## config.mk

```make
export PLATFORM = sky130hd
export DESIGN_NAME = fetch_redirect_unit
export DESIGN_NICKNAME = d
export VERILOG_FILES = /design/src/rtl/rv_core_pkg.sv /design/src/rtl/fru_fifo2.sv /design/src/rtl/fetch_redirect_unit.sv
export SDC_FILE = /design/constraint.sdc
export NUM_CORES = 1
export LEC_CHECK = 0
export ABC_AREA = 1
export BUFFER_PORTS_ARGS = -buffer_cell sky130_fd_sc_hd__buf_2
export CORE_MARGIN = 2
export CORE_UTILIZATION = 50
export DETAILED_ROUTE_END_ITERATION = 6
export GPL_TIMING_DRIVEN = 0
export PLACE_DENSITY = 0.72
export RECOVER_POWER = 100
export SYNTH_ARGS = -nofsm -noshare
export SYNTH_HDL_FRONTEND = slang
export SYNTH_SLANG_ARGS = --single-unit
```

## constraint.sdc

```tcl
create_clock -name FRU_CLOCK_50 -period 2 [get_ports FRU_CLOCK_50]
set_input_delay 0.4 -clock FRU_CLOCK_50 [delete_from_list [all_inputs] [get_ports FRU_CLOCK_50]]
set_output_delay 0.4 -clock FRU_CLOCK_50 [all_outputs]
set_load 0.01 [all_outputs]
```

## src/rtl/rv_core_pkg.sv

```systemverilog
// Shared front-end definitions: fetch FSM encoding and RISC-V instruction constants.
package rv_core_pkg;

  localparam int unsigned RV_ILEN    = 32;
  localparam int unsigned RV_PC_STEP = 4;

  typedef enum logic [1:0] {
    ST_BOOT  = 2'd0,
    ST_FETCH = 2'd1,
    ST_FLUSH = 2'd2
  } fru_state_e;

endpackage

```

## src/rtl/fru_fifo2.sv

```systemverilog
// Two-entry first-word-fall-through FIFO with synchronous flush.
// Entry 0 is always the head; entry 1 shifts down on a pop.
module fru_fifo2 #(
  parameter int unsigned W = 32
) (
  input  logic         clk_i,
  input  logic         rst_ni,
  input  logic         flush_i,
  input  logic         push_i,
  input  logic [W-1:0] data_i,
  input  logic         pop_i,
  output logic         valid_o,
  output logic [W-1:0] data_o,
  output logic [1:0]   count_o
);

  logic [W-1:0] ent0_q, ent0_d;
  logic [W-1:0] ent1_q, ent1_d;
  logic [1:0]   cnt_q, cnt_d;
  logic         do_push;
  logic         do_pop;

  // Next-state for storage and occupancy; flush wins over push/pop.
  always_comb begin
    do_pop  = pop_i && (cnt_q != 2'd0);
    do_push = push_i && ((cnt_q != 2'd2) || do_pop);
    ent0_d  = ent0_q;
    ent1_d  = ent1_q;
    if (do_pop) begin
      ent0_d = ent1_q;
    end
    if (do_push) begin
      if ((cnt_q == 2'd0) || ((cnt_q == 2'd1) && do_pop)) begin
        ent0_d = data_i;
      end else begin
        ent1_d = data_i;
      end
    end
    cnt_d = cnt_q + 2'(do_push) - 2'(do_pop);
    if (flush_i) begin
      cnt_d = 2'd0;
    end
  end

  // Storage and occupancy registers.
  always_ff @(posedge clk_i or negedge rst_ni) begin
    if (!rst_ni) begin
      ent0_q <= '0;
      ent1_q <= '0;
      cnt_q  <= 2'd0;
    end else begin
      ent0_q <= ent0_d;
      ent1_q <= ent1_d;
      cnt_q  <= cnt_d;
    end
  end

  assign valid_o = (cnt_q != 2'd0);
  assign data_o  = ent0_q;
  assign count_o = cnt_q;

endmodule

```

## src/rtl/fetch_redirect_unit.sv

```systemverilog
// Fetch redirect unit: holds the PC, issues in-order imem requests under a credit
// limit, buffers returned instructions for decode and squashes work on a redirect.
// Optional feature macro: FRU_REDIR_COUNT_EN (adds a saturating redirect counter port).
module fetch_redirect_unit
  import rv_core_pkg::*;
#(
  parameter int unsigned    XLEN     = 32,
  parameter logic [XLEN-1:0] RESET_PC = '0,
  parameter int unsigned    DEPTH    = 2
) (
  input  logic               FRU_CLOCK_50,
  input  logic               FRU_RESET_InLow,
  input  logic               FRU_Redir_Valid,
  input  logic [XLEN-1:0]    FRU_Redir_Target,
  output logic               FRU_Imem_Req_Valid,
  input  logic               FRU_Imem_Req_Ready,
  output logic [XLEN-1:0]    FRU_Imem_Req_Addr,
  input  logic               FRU_Imem_Rsp_Valid,
  input  logic [RV_ILEN-1:0] FRU_Imem_Rsp_Data,
  output logic               FRU_Inst_Valid,
  input  logic               FRU_Inst_Ready,
  output logic [RV_ILEN-1:0] FRU_Inst_Data,
  output logic [XLEN-1:0]    FRU_Inst_Pc
`ifdef FRU_REDIR_COUNT_EN
  ,
  output logic [31:0]        FRU_Redir_Count
`endif
);

  localparam int unsigned BUF_W = RV_ILEN + XLEN;

  fru_state_e        state_q, state_d;
  logic [XLEN-1:0]   pc_q, pc_d;
  logic [1:0]        stale_q, stale_d;
  logic [1:0]        out_cnt;
  logic [1:0]        out_next;
  logic [1:0]        buf_cnt;
  logic              infl_valid;
  logic [XLEN-1:0]   infl_pc;
  logic              req_valid_c;
  logic              req_fire;
  logic              rsp_fire;
  logic              buf_push;
  logic              buf_pop;
  logic              buf_valid;
  logic [BUF_W-1:0]  buf_head;

  // PCs of accepted requests, popped as their responses return.
  fru_fifo2 #(.W(XLEN)) u_inflight (
    .clk_i   (FRU_CLOCK_50),
    .rst_ni  (FRU_RESET_InLow),
    .flush_i (1'b0),
    .push_i  (req_fire),
    .data_i  (pc_q),
    .pop_i   (rsp_fire),
    .valid_o (infl_valid),
    .data_o  (infl_pc),
    .count_o (out_cnt)
  );

  // Instruction buffer towards decode, {pc, instruction} per entry.
  fru_fifo2 #(.W(BUF_W)) u_ibuf (
    .clk_i   (FRU_CLOCK_50),
    .rst_ni  (FRU_RESET_InLow),
    .flush_i (FRU_Redir_Valid),
    .push_i  (buf_push),
    .data_i  ({infl_pc, FRU_Imem_Rsp_Data}),
    .pop_i   (buf_pop),
    .valid_o (buf_valid),
    .data_o  (buf_head),
    .count_o (buf_cnt)
  );

  // Handshakes, PC and stale-response bookkeeping; redirect overrides everything.
  always_comb begin
    req_fire = req_valid_c && FRU_Imem_Req_Ready;
    rsp_fire = FRU_Imem_Rsp_Valid && infl_valid;
    out_next = out_cnt + 2'(req_fire) - 2'(rsp_fire);
    buf_push = rsp_fire && (stale_q == 2'd0) && !FRU_Redir_Valid;
    buf_pop  = buf_valid && FRU_Inst_Ready && !FRU_Redir_Valid;

    pc_d = pc_q;
    if (FRU_Redir_Valid) begin
      pc_d = FRU_Redir_Target;
    end else if (req_fire) begin
      pc_d = pc_q + XLEN'(RV_PC_STEP);
    end

    stale_d = stale_q;
    if (FRU_Redir_Valid && (state_q != ST_FLUSH)) begin
      stale_d = out_next;
    end else if (rsp_fire && (stale_q != 2'd0)) begin
      stale_d = stale_q - 2'd1;
    end
  end

  // FSM next state.
  always_comb begin
    state_d = state_q;
    unique case (state_q)
      ST_BOOT:  state_d = ST_FETCH;
      ST_FETCH: if (FRU_Redir_Valid && (out_next != 2'd0)) state_d = ST_FLUSH;
      ST_FLUSH: if (stale_d == 2'd0) state_d = ST_FETCH;
      default:  state_d = ST_BOOT;
    endcase
  end

  // FSM outputs: issue only while fetching and a buffer slot is reserved.
  always_comb begin
    req_valid_c = (state_q == ST_FETCH) &&
                  ((3'({1'b0, out_cnt}) + 3'({1'b0, buf_cnt})) < 3'(DEPTH));
  end

  // State, PC and stale-count registers.
  always_ff @(posedge FRU_CLOCK_50 or negedge FRU_RESET_InLow) begin
    if (!FRU_RESET_InLow) begin
      state_q <= ST_BOOT;
      pc_q    <= RESET_PC;
      stale_q <= 2'd0;
    end else begin
      state_q <= state_d;
      pc_q    <= pc_d;
      stale_q <= stale_d;
    end
  end

  assign FRU_Imem_Req_Valid = req_valid_c;
  assign FRU_Imem_Req_Addr  = pc_q;
  assign FRU_Inst_Valid     = buf_valid;
  assign FRU_Inst_Pc        = buf_head[BUF_W-1:RV_ILEN];
  assign FRU_Inst_Data      = buf_head[RV_ILEN-1:0];

  // A response with nothing in flight is an imem protocol violation.
  a_rsp_has_request : assert property (@(posedge FRU_CLOCK_50) disable iff (!FRU_RESET_InLow)
    !(FRU_Imem_Rsp_Valid && !infl_valid));

`ifdef FRU_REDIR_COUNT_EN
  logic [31:0] redir_cnt_q, redir_cnt_d;

  // Saturating count of redirect cycles.
  always_comb begin
    redir_cnt_d = redir_cnt_q;
    if (FRU_Redir_Valid && (redir_cnt_q != 32'hFFFF_FFFF)) begin
      redir_cnt_d = redir_cnt_q + 32'd1;
    end
  end

  // Redirect counter register.
  always_ff @(posedge FRU_CLOCK_50 or negedge FRU_RESET_InLow) begin
    if (!FRU_RESET_InLow) begin
      redir_cnt_q <= 32'd0;
    end else begin
      redir_cnt_q <= redir_cnt_d;
    end
  end

  assign FRU_Redir_Count = redir_cnt_q;
`endif

endmodule

```

# Yosys cells after proc, flatten, opt, wreduce, memory -nomap -nowiden
# Cells that the tools add are included.
dict set report op_classes {
  addsub 9
  mul 0
  n_div 0
  n_lt_le_gt_ge 1
  eq_ne 9
  shift 0
  n_mux 14
  n_bitwise 2
  reduce_logical 34
}
# operator count
set ops {}
lappend ops {{$mux W64} 3}
lappend ops {{$mux W32} 5}
lappend ops {{$add A32 B3 Y32 const B} 1}
lappend ops {{$logic_and A1 B1 Y1} 16}
lappend ops {{$logic_not A2 Y1} 5}
lappend ops {{$mux W2} 5}
lappend ops {{$ne A2 B2 Y1 const B} 5}
lappend ops {{$reduce_bool A2 Y1} 5}
lappend ops {{$add A2 B1 Y2} 3}
lappend ops {{$eq A2 B1 Y1 const B} 3}
lappend ops {{$pmux W2 S3} 1}
lappend ops {{$reduce_and A2 Y1} 3}
lappend ops {{$sub A2 B1 Y2} 3}
lappend ops {{$logic_or A1 B1 Y1} 4}
lappend ops {{$add A2 B2 Y3} 1}
lappend ops {{$lt A3 B2 Y1 const B} 1}
lappend ops {{$eq A2 B2 Y1 const B} 1}
lappend ops {{$not A1 Y1} 2}
lappend ops {{$sub A2 B1 Y2 const B} 1}
lappend ops {{$logic_not A1 Y1} 1}
dict set report word_totals {
  register_bits 232
  latch_bits 0
  mem_bits_rw 0
  mem_bits_ro 0
  inputBits 70
  elab_cells 78
  n_memories 0
}

# Logic depth before layout (Yosys ltp)
dict set report logic_depth {
  word_depth 10
  mapped_depth 15
  ltp_nobuf 15
}

# Modules after synthesis
# From an unflattened synthesis, not the netlist that was laid out.
dict set report unflattened {
  hier_cells 1619
  area_unflattened_um2 11761.3
}
# module n_inst cells_per_inst area_per_inst_um2 seq_area_each_um2
set modules_own_cells {}
lappend modules_own_cells {{fru_fifo2 at u_ibuf} 1 804 5973.2 3253.1}
lappend modules_own_cells {{fru_fifo2 at u_inflight} 1 415 3104.2 1651.6}
lappend modules_own_cells {fetch_redirect_unit 1 400 2683.8 900.9}

# Worst setup path after synthesis
# OpenSTA, ideal clock, no wires.
dict set report synth_timing {
  kind {reg-to-reg}
  start {register u_inflight.cnt_q[0] (netlist: u_inflight.count_o[0])}
  end {register state_q[0]}
  setup_time_ns 0.117
  arrival_time_ns 2.035
  required_time_ns 1.883
  path_slack_ns -0.151
  path_stages_with_launch 15
  path_buffers 0
  cell_sequence {dfrtp_1 > nand2_1 > inv_1 > fa_1 > nor3_4 > nand2_2 > inv_1 > ha_1 > nand3_1 > nand3_1 > nand2_1 > nand2_1 > nand2_1 > nand2_1 > nand2_1}
}
dict set report synth_between {
  elab_chain_cells 10
  word_cells_on_any_way 17
  cone_classes {add/sub (3); order compare (1); eq/ne (2); mux (2); reduce/logical (9)}
}
# item line
set synth_rtl {}
lappend synth_rtl {{from (decl)} fru_fifo2.sv:19} ;# logic [1:0] cnt_q, cnt_d;
lappend synth_rtl {{from (signal assigned)} fru_fifo2.sv:54} ;# cnt_q <= cnt_d;
lappend synth_rtl {{$add A2 B2 Y3 (*)} fetch_redirect_unit.sv:111} ;# ((3'({1'b0, out_cnt}) + 3'({1'b0, buf_cnt})) < 3'(DEPTH));
lappend synth_rtl {{$lt A3 B2 Y1 (*)} fetch_redirect_unit.sv:111}
lappend synth_rtl {{$logic_and A1 B1 Y1 (*)} fetch_redirect_unit.sv:110} ;# req_valid_c = (state_q == ST_FETCH) &&
lappend synth_rtl {{via FRU_Imem_Req_Valid} fetch_redirect_unit.sv:15} ;# output logic FRU_Imem_Req_Valid,
lappend synth_rtl {{$logic_and A1 B1 Y1 (*)} fetch_redirect_unit.sv:76} ;# req_fire = req_valid_c && FRU_Imem_Req_Ready;
lappend synth_rtl {{$add A2 B1 Y2 (*)} fetch_redirect_unit.sv:78} ;# out_next = out_cnt + 2'(req_fire) - 2'(rsp_fire);
lappend synth_rtl {{$sub A2 B1 Y2 (*)} fetch_redirect_unit.sv:78}
lappend synth_rtl {{$mux W2 or $reduce_bool A2 Y1 (tied branches)} {fetch_redirect_unit.sv:90, fetch_redirect_unit.sv:102}}
lappend synth_rtl {{$logic_not A2 Y1 or $logic_and A1 B1 Y1 (tied branches)} {fetch_redirect_unit.sv:103, fetch_redirect_unit.sv:102}}
lappend synth_rtl {{$ne A2 B2 Y1 (no line)} -}
lappend synth_rtl {{$reduce_and A2 Y1 (no line) (*)} -}
lappend synth_rtl {{to (signal assigned)} fetch_redirect_unit.sv:121} ;# state_q <= state_d;
lappend synth_rtl {{to (decl)} fetch_redirect_unit.sv:32} ;# fru_state_e state_q, state_d;
# Mark *: on every way through the listed nets, which the timed path passes. The rest lies on a longest branch.
# A chain may end at the register's enable or synchronous reset.

# Worst setup path after layout
dict set report layout_timing {
  start {register u_inflight.cnt_q[0] (netlist: u_inflight.count_o[0])}
  end {output port FRU_Imem_Req_Valid}
}
dict set report layout_between {
  elab_chain_cells 3
}
# item line
set layout_rtl {}
lappend layout_rtl {{$add A2 B2 Y3} fetch_redirect_unit.sv:111}
lappend layout_rtl {{$lt A3 B2 Y1} fetch_redirect_unit.sv:111}
lappend layout_rtl {{$logic_and A1 B1 Y1} fetch_redirect_unit.sv:110}
lappend layout_rtl {{to (decl)} fetch_redirect_unit.sv:15}
# No other way between the ends.

==> results.sh <==
export IMPL_run_status="finished, violations left"
export IMPL_violations="setup timing"
export IMPL_synthCells=1411
export IMPL_cp_cell_sequence="nand2_1 > inv_1 > fa_1 > nor3_4 > buf_2"
export IMPL_dp_hpwl_mm=20.4
export IMPL_die_y_um=155
export IMPL_clkLatencyLatePin_ps=520
export IMPL_worst_ep_required_time_ps=1600
export IMPL_fin_ws_ps=-243
export IMPL_path_depth=5
export IMPL_cp_max_fo=3
export IMPL_synthSimpleGateAreaFrac_pct=22.4
export IMPL_path_buf_inv=2
export IMPL_wl_mm=31.6
export IMPL_drtIter0Drc=704
export IMPL_crit_family="adder cells"
export IMPL_gp_congestion=0.865
export IMPL_hold_viol=0
export IMPL_io_pins=168
export IMPL_synth_compound_area_share_pct=14.0
export IMPL_cts_made_buffers=25
export IMPL_avgSynthCellArea_sq_um=8.03
export IMPL_grt_pass1_vias=9563
export IMPL_grt_max_degree=122
export IMPL_cts_tree="yes"
export IMPL_slowest_delay_ps=480
export IMPL_finalMaxSlewViolations=0
export IMPL_synth_cell_types=33
export IMPL_powerDensity_nw_per_um2=1390
export IMPL_min_period_ps=2240
export IMPL_crit_path_start_kind="flop"
export IMPL_io_buffers=167
export IMPL_ys_async_sr_fraction_pct=100
export IMPL_dieWidth_um=155
export IMPL_grt_usage_pct=24.7
export IMPL_htreeDepth=1
export IMPL_clk_transition_reported_paths_ps=60
export IMPL_cp_arrival_ps=1840
export IMPL_yosysSeqAreaShare_pct=51.2
export IMPL_final_layout_size_suffix_gt1_share_pct=24.3
export IMPL_grt_overflow=0
export IMPL_hold_depth=3
export IMPL_drc_errors=0
export IMPL_antenna_found_initial=0
export IMPL_start_util_pct=50.5
export IMPL_drt_wirelength_per_cell_um=16.2
export IMPL_period_share_pct=112
export IMPL_synth_top_flop_cell="dfrtp_1"
export IMPL_drt_pass1_iterations=5
export IMPL_grt_pass1_wl_mm=48.0
export IMPL_ys_warn_count=0
export IMPL_setup_viol=99
export IMPL_place_inst=1864
export IMPL_r2r_cells=10
export IMPL_ys_seq_elements=232
export IMPL_tightestPinTransition_ps=839
export IMPL_crit_type="flop to output port"
export IMPL_yosys_area_share_adder_pct=0.949
export IMPL_synth_top_family_by_area="simple AND/OR/NAND/NOR gates"
export IMPL_hp_class="input pin to flop"
export IMPL_rsz0062_at_grt="true"
export IMPL_syn_area_sq_um=11300
export IMPL_leakage_nw=7.31
export IMPL_fin_cells=1945
export IMPL_die_area_sq_um=23900
export IMPL_slew_headroom_pct=44.1
export IMPL_maxCapViolCount=0
export IMPL_core_area_sq_um=22400
export IMPL_finalNetCount=1720
export IMPL_rows=55
export IMPL_via_per_inst=5.22
export IMPL_synth_xor_area_share_pct=1.39
export IMPL_synthesis_nets=1489
export IMPL_clock_fmax_mhz=446
export IMPL_endpoint_kind="output port"
export IMPL_irDropWorstVdd_mv=0.669
export IMPL_pre_cts_ws_ps=-359
export IMPL_slowest_stage="fa_1"
export IMPL_syn2layout_area_growth_pct=28.2
export IMPL_num_antenna_cells=0
export IMPL_synth_edf_count=0
export IMPL_vias=10200
export IMPL_root_buffer="clkbuf_16"
export IMPL_fin_skew_ps=10.7
export IMPL_clockBufferDepth=3
export IMPL_synthMuxAreaShare_pct=0
export IMPL_ant_nets=0
export IMPL_clock_sinks=232
placed cells by master (no fill, tap or decap), types with 5 or more instances in the layout:
cell type,count
o21ai_1,77
dfrtp_1,228
nand2_2,48
buf_4,14
xor2_1,16
o21ai_2,69
o21ai_0,87
nand4_1,5
nand2_1,493
o21bai_1,7
nand3_2,9
buf_8,13
inv_2,5
nor2_4,5
clkinv_2,5
ha_1,6
nor3_1,9
clkbuf_8,11
nand3_1,25
inv_1,164
buf_6,35
o211ai_1,16
nand2_4,9
nor2_1,29
buf_2,113
nand2_8,5
clkbuf_1,81
clkbuf_16,33
what timing repair did:
action | CTS | global route
buffers inserted | 6 | 18
setup endpoints to repair | 101 | 102
cloned | 1 | 11
pin swaps | 2 | 20
resized for setup | 53 | 223
hold buffers | 1 | 0
endpoints found under the hold margin | 33 | 0
kinds of logic after synthesis:
| logic type | Yosys count |
|---|---|
| and+or+nand+nor | 641 |
| AOI/OAI and AO/OA | 268 |
| buffers and inverters | 244 |
| DFF | 232 |
| xor gates and xnor gates | 18 |
| adders and majority gates | 8 |
report_power, final:
group	switching [mW]	total [mW]	leakage [nW]	internal, mW
registers	1.18	7.63	2.96	6.46
logic	4.54	7.58	3.91	3.04
clock network	1.87	4.96	0.444	3.09
area by class of cell:
class | instances | area [sq um]
sequential | 232 | 5810
tap | 285 | 357
clock inverter | 10 | 153
clock buffer | 35 | 743
timing repair buffer | 203 | 1260
inverter | 172 | 668
buffer | 71 | 654
fill | 1888 | 7900
multi-input combinational | 937 | 4890
tightest hold or removal path: cells and delay by family:
kind / cells / cell delay (ps)
buffers and inverters: 1 / 70
AND/OR/NAND/NOR: 1 / 40
AO/OA/AOI/OAI: 1 / 60
final timing paths:
check                      slack (ps)                  start                   end
max in group asynchronous         410        FRU_RESET_InLow  FRU_Imem_Req_Addr[2]
min in group asynchronous         530        FRU_RESET_InLow     u_ibuf.ent1_q[28]
min                                90    FRU_Redir_Target[0]  FRU_Imem_Req_Addr[0]
min reg2reg                       480       u_ibuf.ent1_q[9]      u_ibuf.ent1_q[9]
max reg2reg                      -210  u_inflight.count_o[0]  u_inflight.ent1_q[2]
max                              -240  u_inflight.count_o[0]    FRU_Imem_Req_Valid
Yosys cell counts (3+ instances only):
cell type / instances / area, sq um
xor2_1: 16 / 140
inv_1: 170 / 638
nand3_1: 35 / 175
buf_2: 24 / 120
ha_1: 7 / 87.6
o21ai_1: 45 / 225
buf_1: 5 / 18.8
a31oi_1: 4 / 25.0
nor2_1: 33 / 124
clkbuf_1: 14 / 52.6
o21bai_1: 7 / 52.6
a21oi_1: 5 / 25.0
o21ai_2: 40 / 350
buf_6: 24 / 270
nor3_1: 9 / 45.0
nand4_1: 5 / 31.3
o211ai_1: 16 / 120
nand2_1: 546 / 2050
dfrtp_1: 232 / 5810
o21ai_0: 148 / 741
nand2_2: 7 / 43.8
clkbuf_2: 3 / 15.0
registers in the layout, indices dropped and copies added (netlist names), 32 cells and up:
| register | flops |
|---|---|
| u_ibuf.data_o | 64 |
| u_inflight.data_o | 32 |
| u_ibuf.ent1_q | 64 |
| FRU_Imem_Req_Addr | 32 |
| u_inflight.ent1_q | 32 |
through the flow:
step	area, sq um	hold WS (ps)	util, %	setup TNS (ps)	power (mW)
after floorplan	11400	104	-	-2050	11.5
after global placement	12500	463	55.9	-824380	13.5
after detailed placement	12600	468	56.1	-21350	13.7
after CTS	13700	84.2	61.1	-4190	19.0
after global routing	14500	108	64.8	-17080	21.5
final	14500	94.2	64.8	-11110	20.2
metal layers:
| metal | up-vias | wire length, um | GRT usage (%) |
|---|---|---|---|
| met5 | - | 0 | 0 |
| met4 | 0 | 848 | 7.72 |
| met3 | 63 | 2180 | 3.03 |
| met2 | 442 | 15300 | 40.4 |
| met1 | 4766 | 13200 | 34.6 |
| li1 | 4887 | - | - |
Note: power is estimated with default switching activity, not from simulation.
